`config.mk`:
```
export PLATFORM = sky130hd
export DESIGN_NAME = pipe_hazard_ctrl_flat
export DESIGN_NICKNAME = d
export VERILOG_FILES = /design/src/rtl/pipe_hazard_ctrl_if.sv /design/src/rtl/pipe_hazard_ctrl.sv /design/src/flat_wrapper.sv
export SDC_FILE = /design/constraint.sdc
export NUM_CORES = 1
export LEC_CHECK = 0
export ABC_AREA = 1
export CORE_MARGIN = 5
export CORE_UTILIZATION = 49
export CTS_CLUSTER_DIAMETER = 200
export DETAILED_ROUTE_END_ITERATION = 10
export PLACE_DENSITY_LB_ADDON = 0.3
export RECOVER_POWER = 25
export SYNTH_ARGS = -nofsm -noshare
export SYNTH_HDL_FRONTEND = slang
export SYNTH_SLANG_ARGS = --single-unit
```
`constraint.sdc`:
```
create_clock -name clk -period 2.11 [get_ports clk]
set_input_delay 0.422 -clock clk [delete_from_list [all_inputs] [get_ports clk]]
set_output_delay 0.422 -clock clk [all_outputs]
set_load 0.05 [all_outputs]
```
`src/rtl/pipe_hazard_ctrl_if.sv`:
```
// Control bundle between the hazard controller and the pipeline datapath.
// The master side drives the ID/EX/MEM hazard inputs; the slave side returns the stall/flush controls.
interface pipe_hazard_ctrl_if #(
  parameter int REG_ADDR_W = 5,
  parameter int CNT_W      = 16
);
  logic [REG_ADDR_W-1:0] id_rs1;
  logic [REG_ADDR_W-1:0] id_rs2;
  logic                  id_uses_rs1;
  logic                  id_uses_rs2;
  logic                  id_branch;
  logic                  id_branch_taken;
  logic [REG_ADDR_W-1:0] ex_rd;
  logic                  ex_reg_write;
  logic                  ex_mem_read;
  logic [REG_ADDR_W-1:0] mem_rd;
  logic                  mem_mem_read;
  logic                  ex_mc_start;

  logic                  pc_we;
  logic                  if_id_we;
  logic                  if_id_flush;
  logic                  id_ex_bubble;
  logic                  ex_hold;
  logic                  mc_busy;
  logic [CNT_W-1:0]      stall_cnt;
  logic [CNT_W-1:0]      flush_cnt;

  modport master (
    output id_rs1, id_rs2, id_uses_rs1, id_uses_rs2, id_branch, id_branch_taken,
    output ex_rd, ex_reg_write, ex_mem_read, mem_rd, mem_mem_read, ex_mc_start,
    input  pc_we, if_id_we, if_id_flush, id_ex_bubble, ex_hold, mc_busy,
    input  stall_cnt, flush_cnt
  );

  modport slave (
    input  id_rs1, id_rs2, id_uses_rs1, id_uses_rs2, id_branch, id_branch_taken,
    input  ex_rd, ex_reg_write, ex_mem_read, mem_rd, mem_mem_read, ex_mc_start,
    output pc_we, if_id_we, if_id_flush, id_ex_bubble, ex_hold, mc_busy,
    output stall_cnt, flush_cnt
  );
endinterface

```
`src/rtl/pipe_hazard_ctrl.sv`:
```
// Hazard/stall controller: load-use and branch-operand stalls, taken-branch IF flush, multicycle EX freeze.
// Controls are combinational from state and inputs; FSM and saturating perf counters update on clk.
module pipe_hazard_ctrl #(
  parameter int REG_ADDR_W = 5,
  parameter int MC_LATENCY = 4,
  parameter int CNT_W      = 16
) (
  input  logic              clk,
  input  logic              reset,
  pipe_hazard_ctrl_if.slave bus
);
  localparam int MC_W = $clog2(MC_LATENCY) + 1;
  localparam logic [MC_W-1:0]  MC_INIT = MC_W'(MC_LATENCY - 1);
  localparam logic [MC_W-1:0]  MC_ONE  = MC_W'(1);
  localparam logic [CNT_W-1:0] CNT_MAX = '1;

  typedef enum logic {RUN, MC_BUSY} state_t;

  state_t           state_q, state_d;
  logic [MC_W-1:0]  mc_cnt_q, mc_cnt_d;
  logic [CNT_W-1:0] stall_cnt_q, stall_cnt_d;
  logic [CNT_W-1:0] flush_cnt_q, flush_cnt_d;

  logic pc_we, if_id_we, if_id_flush, id_ex_bubble, ex_hold;
  logic mc_hold, hazard;
  logic ex_match, mem_match;

  // x0 is hard-wired zero, so it never creates a dependency.
  function automatic logic src_match(
    input logic [REG_ADDR_W-1:0] idx,
    input logic [REG_ADDR_W-1:0] rs1,
    input logic [REG_ADDR_W-1:0] rs2,
    input logic                  use1,
    input logic                  use2
  );
    return (idx != '0) && ((use1 && (rs1 == idx)) || (use2 && (rs2 == idx)));
  endfunction

  always_comb begin
    ex_match  = src_match(bus.ex_rd, bus.id_rs1, bus.id_rs2, bus.id_uses_rs1, bus.id_uses_rs2);
    mem_match = src_match(bus.mem_rd, bus.id_rs1, bus.id_rs2, bus.id_uses_rs1, bus.id_uses_rs2);

    mc_hold = ((state_q == RUN) && bus.ex_mc_start) ||
              ((state_q == MC_BUSY) && (mc_cnt_q > MC_ONE));

    hazard = (bus.ex_mem_read && ex_match) ||
             (bus.id_branch && bus.ex_reg_write && ex_match) ||
             (bus.id_branch && bus.mem_mem_read && mem_match);

    pc_we        = 1'b1;
    if_id_we     = 1'b1;
    if_id_flush  = 1'b0;
    id_ex_bubble = 1'b0;
    ex_hold      = 1'b0;
    if (reset) begin
      pc_we = 1'b1;
    end else if (mc_hold) begin
      ex_hold  = 1'b1;
      pc_we    = 1'b0;
      if_id_we = 1'b0;
    end else if (hazard) begin
      pc_we        = 1'b0;
      if_id_we     = 1'b0;
      id_ex_bubble = 1'b1;
    end else if (bus.id_branch && bus.id_branch_taken) begin
      if_id_flush = 1'b1;
    end
  end

  always_comb begin
    state_d     = state_q;
    mc_cnt_d    = mc_cnt_q;
    stall_cnt_d = stall_cnt_q;
    flush_cnt_d = flush_cnt_q;
    if (reset) begin
      state_d     = RUN;
      mc_cnt_d    = '0;
      stall_cnt_d = '0;
      flush_cnt_d = '0;
    end else begin
      case (state_q)
        RUN: begin
          if (bus.ex_mc_start) begin
            state_d  = MC_BUSY;
            mc_cnt_d = MC_INIT;
          end
        end
        MC_BUSY: begin
          // ex_mc_start is deliberately ignored until the current op drains.
          if (mc_cnt_q > MC_ONE) begin
            mc_cnt_d = mc_cnt_q - MC_ONE;
          end else begin
            state_d  = RUN;
            mc_cnt_d = '0;
          end
        end
        default: begin
          state_d  = RUN;
          mc_cnt_d = '0;
        end
      endcase
      if (!pc_we && (stall_cnt_q != CNT_MAX)) stall_cnt_d = stall_cnt_q + 1'b1;
      if (if_id_flush && (flush_cnt_q != CNT_MAX)) flush_cnt_d = flush_cnt_q + 1'b1;
    end
  end

  always_ff @(posedge clk) begin
    state_q     <= state_d;
    mc_cnt_q    <= mc_cnt_d;
    stall_cnt_q <= stall_cnt_d;
    flush_cnt_q <= flush_cnt_d;
  end

  assign bus.pc_we        = pc_we;
  assign bus.if_id_we     = if_id_we;
  assign bus.if_id_flush  = if_id_flush;
  assign bus.id_ex_bubble = id_ex_bubble;
  assign bus.ex_hold      = ex_hold;
  assign bus.mc_busy      = (state_q == MC_BUSY);
  assign bus.stall_cnt    = stall_cnt_q;
  assign bus.flush_cnt    = flush_cnt_q;
endmodule

```
`src/flat_wrapper.sv`:
```
// flat-port wrapper written by rule: the top's interface ports become plain ports
module pipe_hazard_ctrl_flat 
#(
  parameter int REG_ADDR_W = 5,
  parameter int MC_LATENCY = 4,
  parameter int CNT_W      = 16
)
  (clk, reset, bus_id_rs1, bus_id_rs2, bus_id_uses_rs1, bus_id_uses_rs2, bus_id_branch, bus_id_branch_taken, bus_ex_rd, bus_ex_reg_write, bus_ex_mem_read, bus_mem_rd, bus_mem_mem_read, bus_ex_mc_start, bus_pc_we, bus_if_id_we, bus_if_id_flush, bus_id_ex_bubble, bus_ex_hold, bus_mc_busy, bus_stall_cnt, bus_flush_cnt);
  pipe_hazard_ctrl_if #(.REG_ADDR_W(REG_ADDR_W), .CNT_W(CNT_W)) bus_i ();
  input  logic clk;
  input  logic reset;
  input wire logic [$bits(bus_i.id_rs1)-1:0] bus_id_rs1;
  input wire logic [$bits(bus_i.id_rs2)-1:0] bus_id_rs2;
  input wire logic [$bits(bus_i.id_uses_rs1)-1:0] bus_id_uses_rs1;
  input wire logic [$bits(bus_i.id_uses_rs2)-1:0] bus_id_uses_rs2;
  input wire logic [$bits(bus_i.id_branch)-1:0] bus_id_branch;
  input wire logic [$bits(bus_i.id_branch_taken)-1:0] bus_id_branch_taken;
  input wire logic [$bits(bus_i.ex_rd)-1:0] bus_ex_rd;
  input wire logic [$bits(bus_i.ex_reg_write)-1:0] bus_ex_reg_write;
  input wire logic [$bits(bus_i.ex_mem_read)-1:0] bus_ex_mem_read;
  input wire logic [$bits(bus_i.mem_rd)-1:0] bus_mem_rd;
  input wire logic [$bits(bus_i.mem_mem_read)-1:0] bus_mem_mem_read;
  input wire logic [$bits(bus_i.ex_mc_start)-1:0] bus_ex_mc_start;
  output wire logic [$bits(bus_i.pc_we)-1:0] bus_pc_we;
  output wire logic [$bits(bus_i.if_id_we)-1:0] bus_if_id_we;
  output wire logic [$bits(bus_i.if_id_flush)-1:0] bus_if_id_flush;
  output wire logic [$bits(bus_i.id_ex_bubble)-1:0] bus_id_ex_bubble;
  output wire logic [$bits(bus_i.ex_hold)-1:0] bus_ex_hold;
  output wire logic [$bits(bus_i.mc_busy)-1:0] bus_mc_busy;
  output wire logic [$bits(bus_i.stall_cnt)-1:0] bus_stall_cnt;
  output wire logic [$bits(bus_i.flush_cnt)-1:0] bus_flush_cnt;
  assign bus_i.id_rs1 = bus_id_rs1;
  assign bus_i.id_rs2 = bus_id_rs2;
  assign bus_i.id_uses_rs1 = bus_id_uses_rs1;
  assign bus_i.id_uses_rs2 = bus_id_uses_rs2;
  assign bus_i.id_branch = bus_id_branch;
  assign bus_i.id_branch_taken = bus_id_branch_taken;
  assign bus_i.ex_rd = bus_ex_rd;
  assign bus_i.ex_reg_write = bus_ex_reg_write;
  assign bus_i.ex_mem_read = bus_ex_mem_read;
  assign bus_i.mem_rd = bus_mem_rd;
  assign bus_i.mem_mem_read = bus_mem_mem_read;
  assign bus_i.ex_mc_start = bus_ex_mc_start;
  assign bus_pc_we = bus_i.pc_we;
  assign bus_if_id_we = bus_i.if_id_we;
  assign bus_if_id_flush = bus_i.if_id_flush;
  assign bus_id_ex_bubble = bus_i.id_ex_bubble;
  assign bus_ex_hold = bus_i.ex_hold;
  assign bus_mc_busy = bus_i.mc_busy;
  assign bus_stall_cnt = bus_i.stall_cnt;
  assign bus_flush_cnt = bus_i.flush_cnt;
  pipe_hazard_ctrl #(.REG_ADDR_W(REG_ADDR_W), .MC_LATENCY(MC_LATENCY), .CNT_W(CNT_W)) u_core (.clk(clk), .reset(reset), .bus(bus_i));
endmodule
```
* Word level (Yosys, flattened, before mapping) *
Index checks and enable logic that the tools add are counted.

word-level totals
  bits in registers = 36
  input port bits = 30
  output and inout bits = 38
  word-level logic and storage cells = 58

operators by class
  bitwise gates (word level) = 1
  eq/ne operators = 7
  $lt $le $gt $ge = 1
  reduce and logical (&&, ||, !) cells = 24
  muxes and demuxes = 18
  add/subtract/negate cells = 3

operators with widths
  operator                                                       number
  adder 16 x 1 -> 16 bit, second input constant                  2
  != test 16 bit, second input constant                          2
  == test 5 bit                                                  4
  logical AND 1 bit                                              16
  2-to-1 mux 1 bit                                               14
  nonzero test 5 bit                                             2
  2-to-1 mux 3 bit                                               2
  one-hot mux 3 bit (2 select lines)                             1
  logical OR 1 bit                                               5
  greater-than comparator 3 x 1 -> 1 bit, second input constant  1
  subtractor 3 x 1 -> 3 bit, second input constant               1
  != test 2 bit, second input constant                           1
  one-hot mux 1 bit (2 select lines)                             1
  logical NOT 1 bit                                              1
  NOT 1 bit                                                      1

* Longest topological paths before layout *
  depth after elaboration = 12
  mapped depth = 12
  depth with buffers taken out = 12

* Worst setup path before layout *
No wires, ideal clock.

  path type = register to output
  from = reg u_core.state_q, in the netlist u_core.bus.mc_busy
  to = out bus_pc_we
  setup slack = -0.426 ns
  arrival time = 2.114 ns
  stages on the path, launching flop included = 8
  cell sequence = dfxtp_1 -> nor2_1 -> inv_1 -> nand2_1 -> nand3_2 -> clkbuf_1 -> nand2_1 -> buf_4

between the ends
  word-level cells in the longest chain between the ends = 5
  elaborated cells between the ends (all ways) = 6

RTL lines
  element                          RTL line                 text
  start, declared                  pipe_hazard_ctrl.sv:19   state_t state_q, state_d;
  start signal, assigned           pipe_hazard_ctrl.sv:108  state_q <= state_d;
  NOT 1 bit                        pipe_hazard_ctrl.sv:43   mc_hold = ((state_q == RUN) && bus.ex_mc_start) ||
  logical AND 1 bit                pipe_hazard_ctrl.sv:43
  logical OR 1 bit *               pipe_hazard_ctrl.sv:43
  2-to-1 mux 1 bit * (2 in a row)  n/a
  end, declared                    flat_wrapper.sv:24       output wire logic [$bits(bus_i.pc_we)-1:0] bus_pc_we;

Mark *: on every way between the ends. The rest lies on a longest branch, timed or not.

* Worst setup path in the final report *
  from = reg u_core.mc_cnt_q[1]
  to = out bus_pc_we

between the ends
  word-level cells in the longest chain between the ends = 5

RTL lines
  element                                 RTL line                 text
  start, declared                         pipe_hazard_ctrl.sv:20   logic [MC_W-1:0] mc_cnt_q, mc_cnt_d;
  start signal, assigned                  pipe_hazard_ctrl.sv:109  mc_cnt_q <= mc_cnt_d;
  greater-than comparator 3 x 1 -> 1 bit  pipe_hazard_ctrl.sv:44   ((state_q == MC_BUSY) && (mc_cnt_q > MC_ONE));
  logical AND 1 bit                       pipe_hazard_ctrl.sv:44
  logical OR 1 bit                        pipe_hazard_ctrl.sv:43
  2-to-1 mux 1 bit                        pipe_hazard_ctrl.sv:57   end else if (mc_hold) begin
  2-to-1 mux 1 bit                        pipe_hazard_ctrl.sv:55   if (reset) begin

Every way passes these cells.

==> impl_metrics.yaml <==
routing:
  drt_drc_violations_left: 0
  postRouteWirelength_um: 7093
  drtPass1Iterations: 4
  routed-via-count: 2871
  antenna_violating_nets_post_route: 0
  via_per_inst: 5.145
  initial_drt_markers: 160
  wl_cell_um: 12.71
clocking:
  clk_pin_slew_worst_paths_ns: 0.07
  number_of_buffers_created_by_cts: 5
  tritoncts_clock_tree: "yes"
  numClockSinks: 36
  cts_h_tree_depth: 2
  insertion_delay_ns: 0.29
  hold_buffers: 0
  clock_path_buffers: 2
  cts-root-buf: "sky130_fd_sc_hd__clkbuf_8"
timing:
  final_period_minus_worst_setup_slack_ns: 2.090
  rsz0062_at_grt: "yes"
  finalSetupViolCount: 0
  timing.final.max_slew_violations: 0
  finalClockSkew_ns: 0.005194
  finalHoldViolations: 0
  layout_worst_path_cycle_share: 0.9903
  slew_headroom: 0.5424
  achievable-frequency_mhz: 478.6
  finalWorstSetupSlack_ns: 0.02049
  final_tns_setup_ns: 0
  tightest_slew_ns: 0.6864
floorplanning:
  overall_die_width_um: 81.25
  die_height_um: 81.25
  io-pin-count: 68
  design.core.area_um2: 5010
  rows: 26
  design.die.area_um2: 6602
  floorplan.initialDensity: 0.4965
logic_synthesis:
  synth_area_per_cell_um2: 6.265
  ys_seq_area_frac: 0.2897
  synth_seq_cells: 36
  yosys_warnings: 0
  synth.cell_area_um2: 2487
  synth-main-ff-cell: "sky130_fd_sc_hd__dfxtp_1"
  synthArstFlopShare: 0
  synthCells: 397
  synthDistinctLibCells: 29
  synth-edff-count: 0
  mappedNetlistNets: 431
global_route:
  first_pass_grt_wire_length_um: 11610
  grt.overflow.total: 0
  grt.met1_usage: 0.2574
  grt_start_max_net_pins: 32
  initial_antenna_violation_count: 0
  groute.layer.met2.usage: 0.3916
  number_of_global_route_vias_before_repair: 2659
  grt.busiest_layer: "met2"
  grt_use_met3: 0.04324
  aggregate_global_route_resource_usage: 0.2189
finish:
  final-seq-area_um2: 729.5
  final_layout_size_suffix_gt1_frac: 0.1844
  syn2layout_area_growth_pct: 45.37
  layout_commonest_cell: "sky130_fd_sc_hd__nand2_1"
  finish.utilization: 0.7218
  fin_nets: 521
  finish.cell_count_without_fillers: 558
  filler_cell_count: 420
  multi_input_comb_area_um2: 1634
  antenna_cells_inserted: 0
  most-common-layout-cells: "sky130_fd_sc_hd__nand2_1 (131), sky130_fd_sc_hd__nor2_1 (36), sky130_fd_sc_hd__clkdlybuf4s50_1 (35), sky130_fd_sc_hd__a21oi_1 (31), sky130_fd_sc_hd__dfxtp_1 (31)"
worst_setup_path:
  kind_of_start_point_of_the_critical_path: "flip-flop"
  worstReg2RegEnd: "u_core.bus.flush_cnt[14]"
  r2r_slack_ns: 0.16
  worst-r2r-cell-count: 13
  setup.worst_path.end_class: "output pin"
  worst_ep_arrival_time_ns: 1.67
  timing.rr.start: "u_core.mc_cnt_q[1]"
  path_max_fanout: 3
  cp_data_required_time_ns: 1.69
  setup.worst_path.class: "reg2out"
power:
  ir_worst_vdd_mv: 0.2579
  power_frac_seq: 0.428
  p_sw_frac: 0.3140
  cellPowerDensity_nw_per_um2: 465.1
  power.share.clock: 0.305
  net-switching-power_mw: 0.5280
  power.static_leakage_nw: 1.606
  p_int_mw: 1.154
  pwr-share-comb: 0.267
placed_design:
  numPlacedInstances: 544
  place_worst_setup_slack_ns: -0.2477
  dp_hpwl_um: 5133
  placement.io_buffers: 67
  gp_congestion: 1.042
hold_path:
  hold_path_depth: 2
  min_from: "u_core.bus.stall_cnt[1]"
  hold_end: "u_core.bus.stall_cnt[1]"
  worstHoldPathType: "reg2reg"
outcome:
  outcome: "completed"
run:
  maxCapViolCount: 0
## power by group through the flow
stage	sequential (mW)	clock (mW)	combinational, mW
6_report	0.720	0.512	0.450
5_1_grt	0.723	0.553	0.485
4_1_cts	0.714	0.521	0.407
3_5_place_dp	0.728	0	0.399
3_3_place_gp	0.727	0	0.391
2_1_floorplan	0.751	0	0.191
## flip-flops by register name, indices dropped and copies added (netlist names)
signal / flops
u_core.bus.flush_cnt: 16
u_core.bus.stall_cnt: 16
u_core.mc_cnt_q: 3
u_core.bus.mc_busy: 1
## through the flow
stage	total power [mW]	hold slack (ns)	cell area (um^2)
after floorplan	0.9421	0.4667	2506
after global placement	1.119	0.4768	3413
after detailed placement	1.127	0.4847	3413
after CTS	1.643	0.4884	3552
after global routing	1.762	0.5258	3616
final	1.682	0.5042	3616
## layout make-up
class                           instances  share of cell area
Multi-Input combinational cell        305              0.4519
Timing Repair Buffer                   96              0.2519
Sequential cell                        36              0.2017
Inverter                               43             0.04464
Tap cell                               70             0.02422
Clock buffer                            6             0.02284
Clock inverter                          2            0.002768
## cell families after synthesis
family / share of synthesized area
fa+ha+maj: 0.02012
flops: 0.2897
compound gates: 0.08601
buf+inv: 0.09306
simple gates: 0.4125
xor+xnor: 0.09859
## repair_timing
item                       CTS  global route
setup endpoints to repair    5            17
buffers inserted             3             3
gates resized for setup     48            24
pin swaps                   13            14
## synthesized netlist by cell type, types with 3 or more instances
cell type / instances / area share
sky130_fd_sc_hd__nand2_1: 138 / 0.21
sky130_fd_sc_hd__nor2_1: 42 / 0.063
sky130_fd_sc_hd__inv_1: 39 / 0.059
sky130_fd_sc_hd__dfxtp_1: 36 / 0.29
sky130_fd_sc_hd__a21oi_1: 32 / 0.064
sky130_fd_sc_hd__nand4_1: 24 / 0.060
sky130_fd_sc_hd__nand3_1: 18 / 0.036
sky130_fd_sc_hd__xor2_1: 16 / 0.056
sky130_fd_sc_hd__xnor2_1: 12 / 0.042
sky130_fd_sc_hd__clkbuf_1: 7 / 0.011
sky130_fd_sc_hd__ha_1: 4 / 0.020
sky130_fd_sc_hd__inv_2: 4 / 0.0060
sky130_fd_sc_hd__nor2_2: 3 / 0.0075
sky130_fd_sc_hd__o21ai_0: 3 / 0.0060
## critical path, cell delays in order, from the launching register on
cell and delay (ns):
sky130_fd_sc_hd__dfxtp_2 0.36, sky130_fd_sc_hd__inv_2 0.07, sky130_fd_sc_hd__ha_4 0.15, sky130_fd_sc_hd__o21bai_4 0.17, sky130_fd_sc_hd__nand3_2 0.11, sky130_fd_sc_hd__nand2_4 0.08, sky130_fd_sc_hd__buf_6 0.12, sky130_fd_sc_hd__nand3_4 0.09
sky130_fd_sc_hd__nand2_4 0.07, sky130_fd_sc_hd__buf_12 0.15
## how the worst max path moves through the flow
stage	startpoint	endpoint	slack (ns)
floorplan	u_core.bus.stall_cnt[5]	u_core.bus.stall_cnt[12]	0.03
global placement	bus_mem_rd[0]	bus_if_id_flush	-0.24
detailed placement	bus_mem_rd[0]	bus_if_id_flush	-0.25
CTS	u_core.mc_cnt_q[1]	bus_pc_we	0.007
global route	u_core.mc_cnt_q[1]	bus_if_id_flush	-0.03
finish	u_core.mc_cnt_q[1]	bus_pc_we	0.02
## per-layer routing
layer | wire, um | share of wire
met1 | 2991 | 0.42
met4 | 180 | 0.025
met5 | 0 | 0
met3 | 386 | 0.054
met2 | 3534 | 0.50
Power figures use the tool's default switching activity.
